$ cat config.mk
export PLATFORM = sky130hd
export DESIGN_NAME = rdi_clk_req_ctrl
export DESIGN_NICKNAME = d
export VERILOG_FILES = /design/src/rtl/rdi_clk_pkg.sv /design/src/rtl/rdi_timeout_cnt.sv /design/src/rtl/rdi_clk_req_ctrl.sv
export SDC_FILE = /design/constraint.sdc
export NUM_CORES = 1
export LEC_CHECK = 0
export BUFFER_PORTS_ARGS = -buffer_cell sky130_fd_sc_hd__buf_4
export CORE_MARGIN = 3
export CORE_UTILIZATION = 30
export DETAILED_ROUTE_END_ITERATION = 12
export GPL_ROUTABILITY_DRIVEN = 1
export SKIP_CTS_REPAIR_TIMING = 1
export SLEW_MARGIN = 5
export SYNTH_ARGS = -nofsm -noshare
export SYNTH_HDL_FRONTEND = slang
export SYNTH_SLANG_ARGS = --single-unit
$ cat constraint.sdc
create_clock -name i_clk -period 2.77 [get_ports i_clk]
set_clock_uncertainty 0.15 [all_clocks]
set_input_delay 0.1385 -clock i_clk [delete_from_list [all_inputs] [get_ports i_clk]]
set_output_delay 0.1385 -clock i_clk [all_outputs]
set_load 0.005 [all_outputs]
$ cat src/rtl/rdi_clk_pkg.sv
// Shared encodings for the RDI clock-request controller: FSM states,
// error codes and requester bit positions.
`timescale 1ns/1ps
package rdi_clk_pkg;

    typedef enum logic [2:0] {
        ST_IDLE,
        ST_WAIT_ACK,
        ST_ACTIVE,
        ST_HOLD,
        ST_RELEASE,
        ST_ERR
    } clk_req_state_t;

    localparam logic [1:0] ERR_NONE     = 2'b00;
    localparam logic [1:0] ERR_RISE_TO  = 2'b01;
    localparam logic [1:0] ERR_FALL_TO  = 2'b10;
    localparam logic [1:0] ERR_ACK_DROP = 2'b11;

    localparam int unsigned REQ_RDI_FSM = 0;
    localparam int unsigned REQ_SB      = 1;
    localparam int unsigned REQ_PM      = 2;

endpackage

$ cat src/rtl/rdi_timeout_cnt.sv
// Saturating cycle counter with synchronous clear; flags when the count
// equals the supplied limit. Shared by the ack-timeout and hold checks.
`timescale 1ns/1ps
module rdi_timeout_cnt #(
    parameter int CNT_W = 16
) (
    input  logic             i_clk,
    input  logic             i_rst_n,
    input  logic             i_clr,
    input  logic             i_en,
    input  logic [CNT_W-1:0] i_limit,
    output logic             o_expired
);

    logic [CNT_W-1:0] r_cnt;

    always_ff @(posedge i_clk or negedge i_rst_n) begin
        if (!i_rst_n) begin
            r_cnt <= '0;
        end else if (i_clr) begin
            r_cnt <= '0;
        end else if (i_en && (r_cnt != '1)) begin
            r_cnt <= r_cnt + 1'b1;
        end
    end

    assign o_expired = (r_cnt == i_limit);

endmodule

$ cat src/rtl/rdi_clk_req_ctrl.sv
// RDI clock-request sequencer: arbitrates local requesters onto one clock
// handshake, holds the clock after the last request, and traps ack errors.
`timescale 1ns/1ps
module rdi_clk_req_ctrl
    import rdi_clk_pkg::*;
#(
    parameter int N_REQ          = 3,
    parameter int CNT_W          = 16,
    parameter int TIMEOUT_CYCLES = 1024,
    parameter int HOLD_CYCLES    = 8
) (
    input  logic             i_clk,
    input  logic             i_rst_n,
    input  logic [N_REQ-1:0] i_req,
    input  logic             i_adapter_awake,
    input  logic             i_err_clr,
    output logic             o_clk_hs_en,
    output logic             o_clk_ready,
    output logic [N_REQ-1:0] o_gnt,
    output logic             o_busy,
    output logic             o_err,
    output logic [1:0]       o_err_code
);

    localparam logic [CNT_W-1:0] LIM_TIMEOUT = CNT_W'(TIMEOUT_CYCLES - 1);
    localparam logic [CNT_W-1:0] LIM_HOLD    = CNT_W'(HOLD_CYCLES - 1);

    clk_req_state_t r_state;
    clk_req_state_t w_state_nxt;
    logic [1:0]     r_err_code;
    logic [1:0]     w_err_code_nxt;
    logic           r_clk_hs_en;
    logic           r_clk_ready;
    logic           r_err;
    logic           w_any_req;
    logic           w_expired;
    logic           w_cnt_clr;
    logic           w_cnt_en;
    logic [CNT_W-1:0] w_cnt_limit;

    assign w_any_req   = |i_req;
    assign w_cnt_clr   = (w_state_nxt != r_state);
    assign w_cnt_en    = (r_state == ST_WAIT_ACK) || (r_state == ST_HOLD) ||
                         (r_state == ST_RELEASE);
    assign w_cnt_limit = (r_state == ST_HOLD) ? LIM_HOLD : LIM_TIMEOUT;

    rdi_timeout_cnt #(
        .CNT_W (CNT_W)
    ) u_cnt (
        .i_clk     (i_clk),
        .i_rst_n   (i_rst_n),
        .i_clr     (w_cnt_clr),
        .i_en      (w_cnt_en),
        .i_limit   (w_cnt_limit),
        .o_expired (w_expired)
    );

    always_comb begin
        w_state_nxt    = r_state;
        w_err_code_nxt = r_err_code;
        unique case (r_state)
            ST_IDLE: begin
                if (w_any_req) w_state_nxt = ST_WAIT_ACK;
            end
            ST_WAIT_ACK: begin
                // Ack beats a coincident timeout; a dropped request does not abort.
                if (i_adapter_awake) begin
                    w_state_nxt = ST_ACTIVE;
                end else if (w_expired) begin
                    w_state_nxt    = ST_ERR;
                    w_err_code_nxt = ERR_RISE_TO;
                end
            end
            ST_ACTIVE: begin
                if (!i_adapter_awake) begin
                    w_state_nxt    = ST_ERR;
                    w_err_code_nxt = ERR_ACK_DROP;
                end else if (!w_any_req) begin
                    w_state_nxt = ST_HOLD;
                end
            end
            ST_HOLD: begin
                if (!i_adapter_awake) begin
                    w_state_nxt    = ST_ERR;
                    w_err_code_nxt = ERR_ACK_DROP;
                end else if (w_any_req) begin
                    w_state_nxt = ST_ACTIVE;
                end else if (w_expired) begin
                    w_state_nxt = ST_RELEASE;
                end
            end
            ST_RELEASE: begin
                if (!i_adapter_awake) begin
                    w_state_nxt = ST_IDLE;
                end else if (w_expired) begin
                    w_state_nxt    = ST_ERR;
                    w_err_code_nxt = ERR_FALL_TO;
                end
            end
            ST_ERR: begin
                if (i_err_clr) begin
                    w_state_nxt    = ST_IDLE;
                    w_err_code_nxt = ERR_NONE;
                end
            end
            default: begin
                w_state_nxt    = ST_IDLE;
                w_err_code_nxt = ERR_NONE;
            end
        endcase
    end

    // Outputs are registered from the next state so they align with it.
    always_ff @(posedge i_clk or negedge i_rst_n) begin
        if (!i_rst_n) begin
            r_state     <= ST_IDLE;
            r_err_code  <= ERR_NONE;
            r_clk_hs_en <= 1'b0;
            r_clk_ready <= 1'b0;
            r_err       <= 1'b0;
        end else begin
            r_state     <= w_state_nxt;
            r_err_code  <= w_err_code_nxt;
            r_clk_hs_en <= (w_state_nxt == ST_WAIT_ACK) || (w_state_nxt == ST_ACTIVE) ||
                           (w_state_nxt == ST_HOLD);
            r_clk_ready <= (w_state_nxt == ST_ACTIVE) || (w_state_nxt == ST_HOLD);
            r_err       <= (w_state_nxt == ST_ERR);
        end
    end

    assign o_clk_hs_en = r_clk_hs_en;
    assign o_clk_ready = r_clk_ready;
    assign o_gnt       = {N_REQ{r_clk_ready}} & i_req;
    assign o_busy      = (r_state != ST_IDLE);
    assign o_err       = r_err;
    assign o_err_code  = r_err_code;

endmodule

Word level (Yosys, flattened, before mapping) --
Cells that the tools add are included.
Storage, ports and cells: flip-flop bits (word level) 24
Cells by class: add/sub/neg operators 1, mux-type cells 21, reduce and logical (&&, ||, !) cells 12, bitwise operators 2, equal/unequal tests 18
Operators with widths (number):
- $mux 16 | 2
- $mux 3 | 10
- $pmux 3 s6 | 1
- $add 16x1->16 const B | 1
- $eq 16x10->1 | 1
- $ne 16x16->1 const B | 1
- $eq 3x2->1 const B | 4
- $mux 2 | 6
- $mux 10 | 1
- $pmux 2 s5 | 1
- $eq 3x3->1 const B | 3
- $ne 2x2->1 const B | 4
- $reduce_and 7->1 | 1
- $eq 3x1->1 const B | 2
- $logic_or 1x1->1 | 5
- $ne 2x1->1 const B | 2
- $and 3x3->3 | 1
- $logic_not 3->1 | 1
- $ne 3x3->1 | 1
- $reduce_bool 3->1 | 1
- $reduce_or 3->1 | 1
- $reduce_bool 2->1 | 1
- $reduce_or 2->1 | 1
- $logic_and 1x1->1 | 1
- $not 1->1 | 1

Longest topological paths before layout --
Gate-level depths: netlist (run 1).
depth in word-level cells 10, mapped depth 7

By module --
A second synthesis (run 1) with hierarchy kept.
Second synthesis, totals: cell total of the unflattened synthesis 186, area total of the unflattened synthesis 1659.1 µm²
Modules (own cells, without submodules):
- rdi_timeout_cnt | sequential area each 400.4 µm², area an instance 1057.3 µm², cells each 117, times used 1
- rdi_clk_req_ctrl | sequential area each 200.2 µm², area an instance 601.8 µm², cells each 69, times used 1

Worst setup path before layout (run 1) --
Ideal clock, no wire load.
path kind flip-flop to flip-flop, from register u_cnt.r_cnt[0], to register r_clk_hs_en, in the netlist o_clk_hs_en, slack 0.823 ns, buffers on the path 0, library setup time 0.131 ns, required time 2.489 ns, arrival 1.665 ns, cell stages (with the launch flop) 7, cells stage by stage dfrtp_1 > ha_1 > and4bb_1 > and2_1 > and4bb_1 > a2111oi_4 > o21bai_1
Between the ends: word-level cells in the longest chain between the ends 8, elaborated cells on any way between the ends 13
Ends and longest elaborated chain:
- start: declaration | line rdi_timeout_cnt.sv:15 | logic [CNT_W-1:0] r_cnt;
- start signal: assignment | line rdi_timeout_cnt.sv:23 | r_cnt <= r_cnt + 1'b1;
- $eq 16x10->1 (*) | line rdi_timeout_cnt.sv:27 | assign o_expired = (r_cnt == i_limit);
- $mux 3 | line rdi_clk_req_ctrl.sv:88 | end else if (w_expired) begin
- $mux 3 | line rdi_clk_req_ctrl.sv:86 | end else if (w_any_req) begin
- $mux 3 | line rdi_clk_req_ctrl.sv:83 | if (!i_adapter_awake) begin
- $pmux 3 s6 (*) | line rdi_clk_req_ctrl.sv:61 | unique case (r_state)
- $eq 3x1->1 or $eq 3x2->1 (tied branches) | line rdi_clk_req_ctrl.sv:124 | r_clk_hs_en <= (w_state_nxt == ST_WAIT_ACK) || (w_state_nxt == ST_ACTIVE) ||
- $logic_or 1x1->1 | line rdi_clk_req_ctrl.sv:124
- $logic_or 1x1->1 (*) | line rdi_clk_req_ctrl.sv:124
- end signal: assignment | line rdi_clk_req_ctrl.sv:124
- end: declaration | line rdi_clk_req_ctrl.sv:32 | logic r_clk_hs_en;
Every way passes the cells marked *; elsewhere a longest branch is shown, timed or not. A chain may end at the register's enable or synchronous reset.

Worst setup path after layout (run 1) --
from register r_state[2], to register r_clk_hs_en, in the netlist o_clk_hs_en
Between the ends: word-level cells in the longest chain between the ends 10, elaborated cells on any way between the ends 24
Ends and longest elaborated chain:
- start: declaration | line rdi_clk_req_ctrl.sv:28 | clk_req_state_t r_state;
- start signal: assignment | line rdi_clk_req_ctrl.sv:122 | r_state <= w_state_nxt;
- $eq 3x2->1 | line rdi_clk_req_ctrl.sv:45, rdi_clk_req_ctrl.sv:61
- $mux 10 | line rdi_clk_req_ctrl.sv:45 | assign w_cnt_limit = (r_state == ST_HOLD) ? LIM_HOLD : LIM_TIMEOUT;
- $eq 16x10->1 | line rdi_timeout_cnt.sv:27
- $mux 3 | line rdi_clk_req_ctrl.sv:88
- $mux 3 | line rdi_clk_req_ctrl.sv:86
- $mux 3 | line rdi_clk_req_ctrl.sv:83
- $pmux 3 s6 (*) | line rdi_clk_req_ctrl.sv:61
- named net w_state_nxt[1] | line rdi_clk_req_ctrl.sv:29 | clk_req_state_t w_state_nxt;
- $eq 3x1->1 or $eq 3x2->1 (tied branches) | line rdi_clk_req_ctrl.sv:124
- $logic_or 1x1->1 | line rdi_clk_req_ctrl.sv:124
- $logic_or 1x1->1 (*) | line rdi_clk_req_ctrl.sv:124
The timed path passes the listed nets; every way through them passes the cells marked *.

==> summary.md, run 1 <==
| Metric | Value |
|---|---|
| Status | complete, no violations |
| Post-synthesis cell type count | 52 |
| Drc violations | 0 |
| Setup ws final | 613 ps |
| Met3 Track Usage GR | 1.41% |
| Worst EP required | 2820 ps |
| Critical path startpoint | r_state[2] |
| Post-DP HPWL | 2.51 mm |
| Die Wd | 82.3 um |
| Area of the multi-input gates | 0.00106 mm2 |
| Worst path cell trace | and3b_1 > and3_4 > o21a_2 > a2111oi_2 > o21bai_1 |
| Initial drt markers | 95 |
| Global Route Usage Sum | 11.4% |
| RePlAce Congestion | 0.753 |
| Layout area overhead | 11.5% |
| Hold Violations, Final | 0 |
| Largest net degree at the start of global routing | 25 |
| Routed len/inst | 13.6 um |
| Share of cells above drive strength 1 | 30.8% |
| FP Rows | 27 |
| Max Cap Viol | 0 |
| Final Setup Violations | 0 |
| Ys async rst share | 100% |
| Worst hold path class | input pin to flop |
| Initial antenna violation count | 0 |
| N_diodes | 0 |
| Fill cells | 587 |
| CP max stage delay | 630 ps |
| Reg-to-reg slack, setup | 610 ps |
| Tmin final | 2160 ps |
| Busiest grt layer | met2 |
| Clock Sink Count | 24 |
| ANT nets after route | 0 |
| Slew @ Worst Pin | 532 ps |
| Starting Density | 31.3% |
| Prevailing post-synth register cell | dfrtp_1 |
| Slowest CP cell | dfrtp_1 |
| Vias in the first global route | 1,231 |
| Leak | 0.000716 uW |
| Setup TNS | 0 ps |
| Synthesized area per cell | 10.2 um2 |
| Die span in y | 82.3 um |
| Detailed Routing Iterations Pass 1 | 4 |
| Detailed-route via count | 1,331 |
| Clock Tree Root | clkbuf_8 |
| Slew Limit Fails | 0 |
| Later-pin clock latency in the skew report | 270 ps |
| Met2 Use GR | 17.1% |
| Drt via density | 5.18 |
| CTS tree | yes |
| CORE AREA | 0.00557 mm2 |
| Clock tree buffer depth | 2 |
| CTS clk-pin slew, worst paths | 80 ps |
| Post-synth EDFFs | 0 |
| RSZ-0062 raised after global routing | no |
| Synthesized instance count | 172 |
| CP max FO | 15 |
| Seq/Total Area, Yosys | 34.4% |
| Relative slew slack | 64.6% |
| Crit. End Element | flop |
| Critical path type | flop to flop |
| I/O Buffers | 15 |
| Period Utilization, post-route | 77.9% |
| Clock H-tree levels | 1 |
| PwrDens | 675 mW/mm2 |
| Yosys reg bits | 24 |
| CP startpoint kind | flop |
| Hold Startpoint | i_err_clr |
| CTS buffer count | 3 |
| Worst r2r src | r_state[2] |
| Layout net count | 195 |
| Io pins | 16 |
| Grt ovf | 0 |
| Netlist Area Pre-Place | 0.00175 mm2 |
| Register area | 601 um2 |
| Peak VDD IR | 0.000202 V |
| Global-route wire length before repair | 5.91 mm |
| Max Clock Freq | 0.464 GHz |
| Worst slack, placed | 613 ps |
| Synth warnings | 0 |
| DIE AREA | 0.00677 mm2 |
| Final WL | 3.51 mm |
| M1 GR Usage | 15.8% |
| Post-synthesis net count | 180 |
| Worst EP arrival | 2200 ps |
## report_power, final
group | leakage [uW] | switching [uW] | internal (uW)
Sequential | 0.000319 | 108 | 406
Clock | 0.0000216 | 111 | 97.3
Combinational | 0.000375 | 313 | 279
Total | 0.000716 | 531 | 782
## critical path, delay by kind of cell (launching register included)
family / cells / cell delay (ps)
AO/OA/AOI/OAI: 3 / 830
flip-flops: 1 / 630
AND/OR/NAND/NOR: 2 / 480
## cell families (layout without fill, tap and decap cells)
logic type / Yosys count / after routing / synth area share (%)
DFF: 24 / 24 / 34.4
muxes: 4 / 4 / 2.36
and+or+nand+nor: 85 / 85 / 34.8
buffers and inverters: 12 / 25 / 4.80
adders and majority gates: 1 / 1 / 0.716
xor gates and xnor gates: 14 / 14 / 7.02
AOI/OAI and AO/OA: 32 / 32 / 15.9
## layout by cell type (no fill, tap or decap), types with 2 or more instances in the layout
| cell type | count |
|---|---|
| a2111oi_2 | 2 |
| a211oi_1 | 3 |
| a21oi_1 | 7 |
| a31o_2 | 2 |
| and2_1 | 4 |
| and3_1 | 4 |
| and3_4 | 2 |
| and4bb_1 | 2 |
| buf_4 | 17 |
| clkbuf_8 | 3 |
| dfrtp_1 | 24 |
| inv_1 | 4 |
| mux2i_1 | 3 |
| nand2_1 | 12 |
| nand2b_1 | 6 |
| nand3_1 | 5 |
| nand4_1 | 3 |
| nor2_1 | 5 |
| nor2_2 | 5 |
| nor3_1 | 7 |
| nor3_2 | 10 |
| nor3b_4 | 2 |
| nor4_1 | 7 |
| nor4_2 | 3 |
| nor4b_2 | 2 |
| o21ai_0 | 4 |
| xnor2_1 | 14 |
## cell usage after synthesis (all sizes together) (2+ instances only)
cell | count | area (um2)
nor4b | 2 | 30.0
a31o | 2 | 17.5
o21ai | 5 | 28.8
o211ai | 3 | 41.3
nor4 | 10 | 81.3
nor3 | 17 | 135
nor3b | 2 | 37.5
a2111oi | 4 | 66.3
nand2b | 6 | 37.5
a21oi | 7 | 35.0
nand4 | 3 | 18.8
dfrtp | 24 | 601
and3 | 6 | 47.5
buf | 8 | 68.8
nor2 | 10 | 50.1
nand3 | 6 | 35.0
a211oi | 3 | 22.5
and2 | 4 | 25.0
and4bb | 2 | 25.0
nand2 | 12 | 45.0
inv | 4 | 15.0
mux2i | 3 | 30.0
xnor2 | 14 | 123
## path summary, 6_finish.rpt
path,cells past startpoint,endpoint
max reg2reg,5,o_clk_hs_en
max in group asynchronous,2,r_state[0]
max,5,o_clk_hs_en
min reg2reg,2,o_err_code[0]
min in group asynchronous,2,u_cnt.r_cnt[11]
min,3,o_err_code[1]
## layout make-up
class,count,area share [%]
Timing Repair Buffer,18,7.07
Inverter,4,0.771
Tap cell,72,4.63
Sequential cell,24,30.8
Multi-Input combinational cell,136,54.6
Clock buffer,3,2.12
## stage by stage
stage | cells | power [uW] | hold WS (ps) | utilization [%] | instance area, um2
floorplan | 172 | 972 | -307 | - | 1750
global placement | 253 | 1120 | -89.3 | 34.0 | 1900
detailed placement | 253 | 1120 | -89.2 | 34.0 | 1900
CTS | 256 | 1330 | -383 | 34.7 | 1940
global route | 257 | 1420 | 92.3 | 34.9 | 1950
finish | 257 | 1310 | 70.2 | 34.9 | 1950
## sequential cells by signal, indices dropped and copies added (netlist names)
signal       flops
o_err_code       2
u_cnt.r_cnt     16
r_state          3
o_clk_hs_en      1
o_err            1
o_clk_ready      1
## metal layers
layer,part of all wire (%),vias to the layer above
met4,2.1,0
met2,45,24
met1,50,635
met5,0,-
met3,2.9,4
li1,-,668
(Power assumes the default switching activity.)
==> run 2, diff against run 1 <==
==> constraint.sdc (replaced) <==
create_clock -name i_clk -period 2 [get_ports i_clk]
set_clock_uncertainty 0.15 [all_clocks]
set_input_delay 0.1 -clock i_clk [delete_from_list [all_inputs] [get_ports i_clk]]
set_output_delay 0.1 -clock i_clk [all_outputs]
set_load 0.005 [all_outputs]
==> run 2 against run 1 <==
Net effect:
- die area unchanged
- register-to-register slack got worse by 540 ps
- critical endpoint is now u_cnt.r_cnt[8]
- largest cell class unchanged
- first-iteration DRC count increased by 9.5%
- count of clock-buffer cells in the layout unchanged
- final area increased by 15%
==> summary.md, run 2 (same netlist as run 1, synthesis figures left out) <==
| Metric | Value |
|---|---|
| Vias in the first global route | 1,419 |
| Starting Density | 31.3% |
| Worst EP required | 2000 ps |
| CTS buffer count | 3 |
| PwrDens | 916 mW/mm2 |
| Reg-to-reg slack, setup | 70 ps |
| Most frequent cells in the layout | buf_4 (41), dfrtp_1 (22), xnor2_1 (14) |
| CTS tree | yes |
| Critical path type | flop to flop |
| Leak | 0.000872 uW |
| Die span in y | 82.3 um |
| Post-DP HPWL | 2.99 mm |
| Post-route cell area | 0.00225 mm2 |
| Commonest non-fill, non-tap cell in the layout | buf_4 |
| Hold Violations, Final | 0 |
| Detailed Routing Iterations Pass 1 | 4 |
| Share of cells above drive strength 1 | 43.1% |
| Max reg flops | 16 |
| Later-pin clock latency in the skew report | 260 ps |
| RePlAce Congestion | 0.878 |
| FP Rows | 27 |
| Worst hold path class | input pin to flop |
| Reg with most FFs | u_cnt.r_cnt |
| DIE AREA | 0.00677 mm2 |
| CORE AREA | 0.00557 mm2 |
| Critical Path Sink | u_cnt.r_cnt[8] |
| Final Setup Violations | 0 |
| Global Route Usage Sum | 12.7% |
| Largest net degree at the start of global routing | 25 |
| Placed cell area | 0.00211 mm2 |
| CTS clk-pin slew, worst paths | 80 ps |
| Clock H-tree levels | 1 |
| Setup ws final | 71.2 ps |
| Clock tree buffer depth | 2 |
| Drc violations | 0 |
| Detailed-route via count | 1,461 |
| Clock Sink Count | 24 |
| Layout net count | 221 |
| Worst slack, placed | -13.3 ps |
| Routed len/inst | 14.1 um |
| R2R Path End | u_cnt.r_cnt[8] |
| CP max FO | 12 |
| Peak VDD IR | 0.000306 V |
| Clock Tree Root | clkbuf_8 |
| Tmin final | 1930 ps |
| ANT nets after route | 0 |
| Grt ovf | 0 |
| Io pins | 16 |
| Critical path startpoint | u_cnt.r_cnt[6] |
| Slew @ Worst Pin | 423 ps |
| Status | complete, no violations |
| R2r worst-path depth | 5 |
| Relative slew slack | 71.6% |
| Crit. End Element | flop |
| Period Utilization, post-route | 96.4% |
| Initial antenna violation count | 0 |
| Slew Limit Fails | 0 |
| Initial drt markers | 104 |
| Tot Pwr | 2060 uW |
| Final WL | 3.98 mm |
| Worst r2r src | u_cnt.r_cnt[6] |
| Max Clock Freq | 0.518 GHz |
| Die Wd | 82.3 um |
| Global-route wire length before repair | 6.61 mm |
| RSZ-0062 raised after global routing | yes |
| I/O Buffers | 15 |
| N_diodes | 0 |
| Drt via density | 5.16 |
| Layout area overhead | 28.7% |
| CP startpoint kind | flop |
| Worst EP arrival | 1930 ps |
| Max Cap Viol | 0 |
## run 2: cell types whose count changed in the layout (fill, tap and decap cells not counted), moves of 2 or more
cell	previous run	this run
buf_4	17	41
dfrtp_2	0	2
nor4_1	7	2
dfrtp_1	24	22
nor4_4	0	2
nor4_2	3	6
buf_12	0	2
## run 2: worst min path at each step
stage / from / to / slack [ps] / depth (start not counted)
2_1_floorplan: i_rst_n / o_clk_hs_en / -350 / 0
3_3_place_gp: i_rst_n / u_cnt.r_cnt[13] / -130 / 1
3_5_place_dp: i_rst_n / u_cnt.r_cnt[10] / -130 / 1
4_1_cts: i_rst_n / u_cnt.r_cnt[10] / -420 / 1
5_1_grt: i_err_clr / o_err_code[1] / 30 / 3
6_report: i_err_clr / o_err_code[1] / 20 / 3
## run 2: critical path, stage by stage (launching register included)
cell,delay (ps)
dfrtp_1,440
nor4_4,320
and3_4,230
o21a_2,230
and3_4,350
nor3_1,90
## run 2: stage by stage
stage                     hold WS [ps]  std cells  utilization, %  TNS (ps)
final                             24.7        283            40.3         0
after CTS                         -420        281            38.6     -45.5
after global routing              30.6        283            40.3      -471
after detailed placement          -128        278            37.8     -13.3
after global placement            -130        278            37.8     -32.2
after floorplan                   -346        172               -         0
## run 2: routing by layer
metal / global-route usage, % / vias to the layer above / wire length [um] / share of wire [%]
li1: - / 721 / - / -
met1: 16.9 / 696 / 1870 / 47
met2: 20.9 / 37 / 1900 / 48
met3: 1.41 / 7 / 130 / 3.3
met4: 4.98 / 0 / 75 / 1.9
met5: 0 / - / 0 / 0
## run 2: where the power goes
group | leakage, uW | internal (uW) | switching (uW) | total, uW
registers | 0.000316 | 564 | 74.4 | 638
logic | 0.000534 | 556 | 580 | 1140
clock network | 0.0000216 | 135 | 151 | 286
total | 0.000872 | 1250 | 806 | 2060
## run 2: cell type report
cell class,instances,area (um2)
well taps,72,90.1
inverters,4,15.0
repair buffers,44,358
fillers,555,3330
multi-input cells,136,1140
clock buffers,3,41.3
flip-flops and latches,24,603
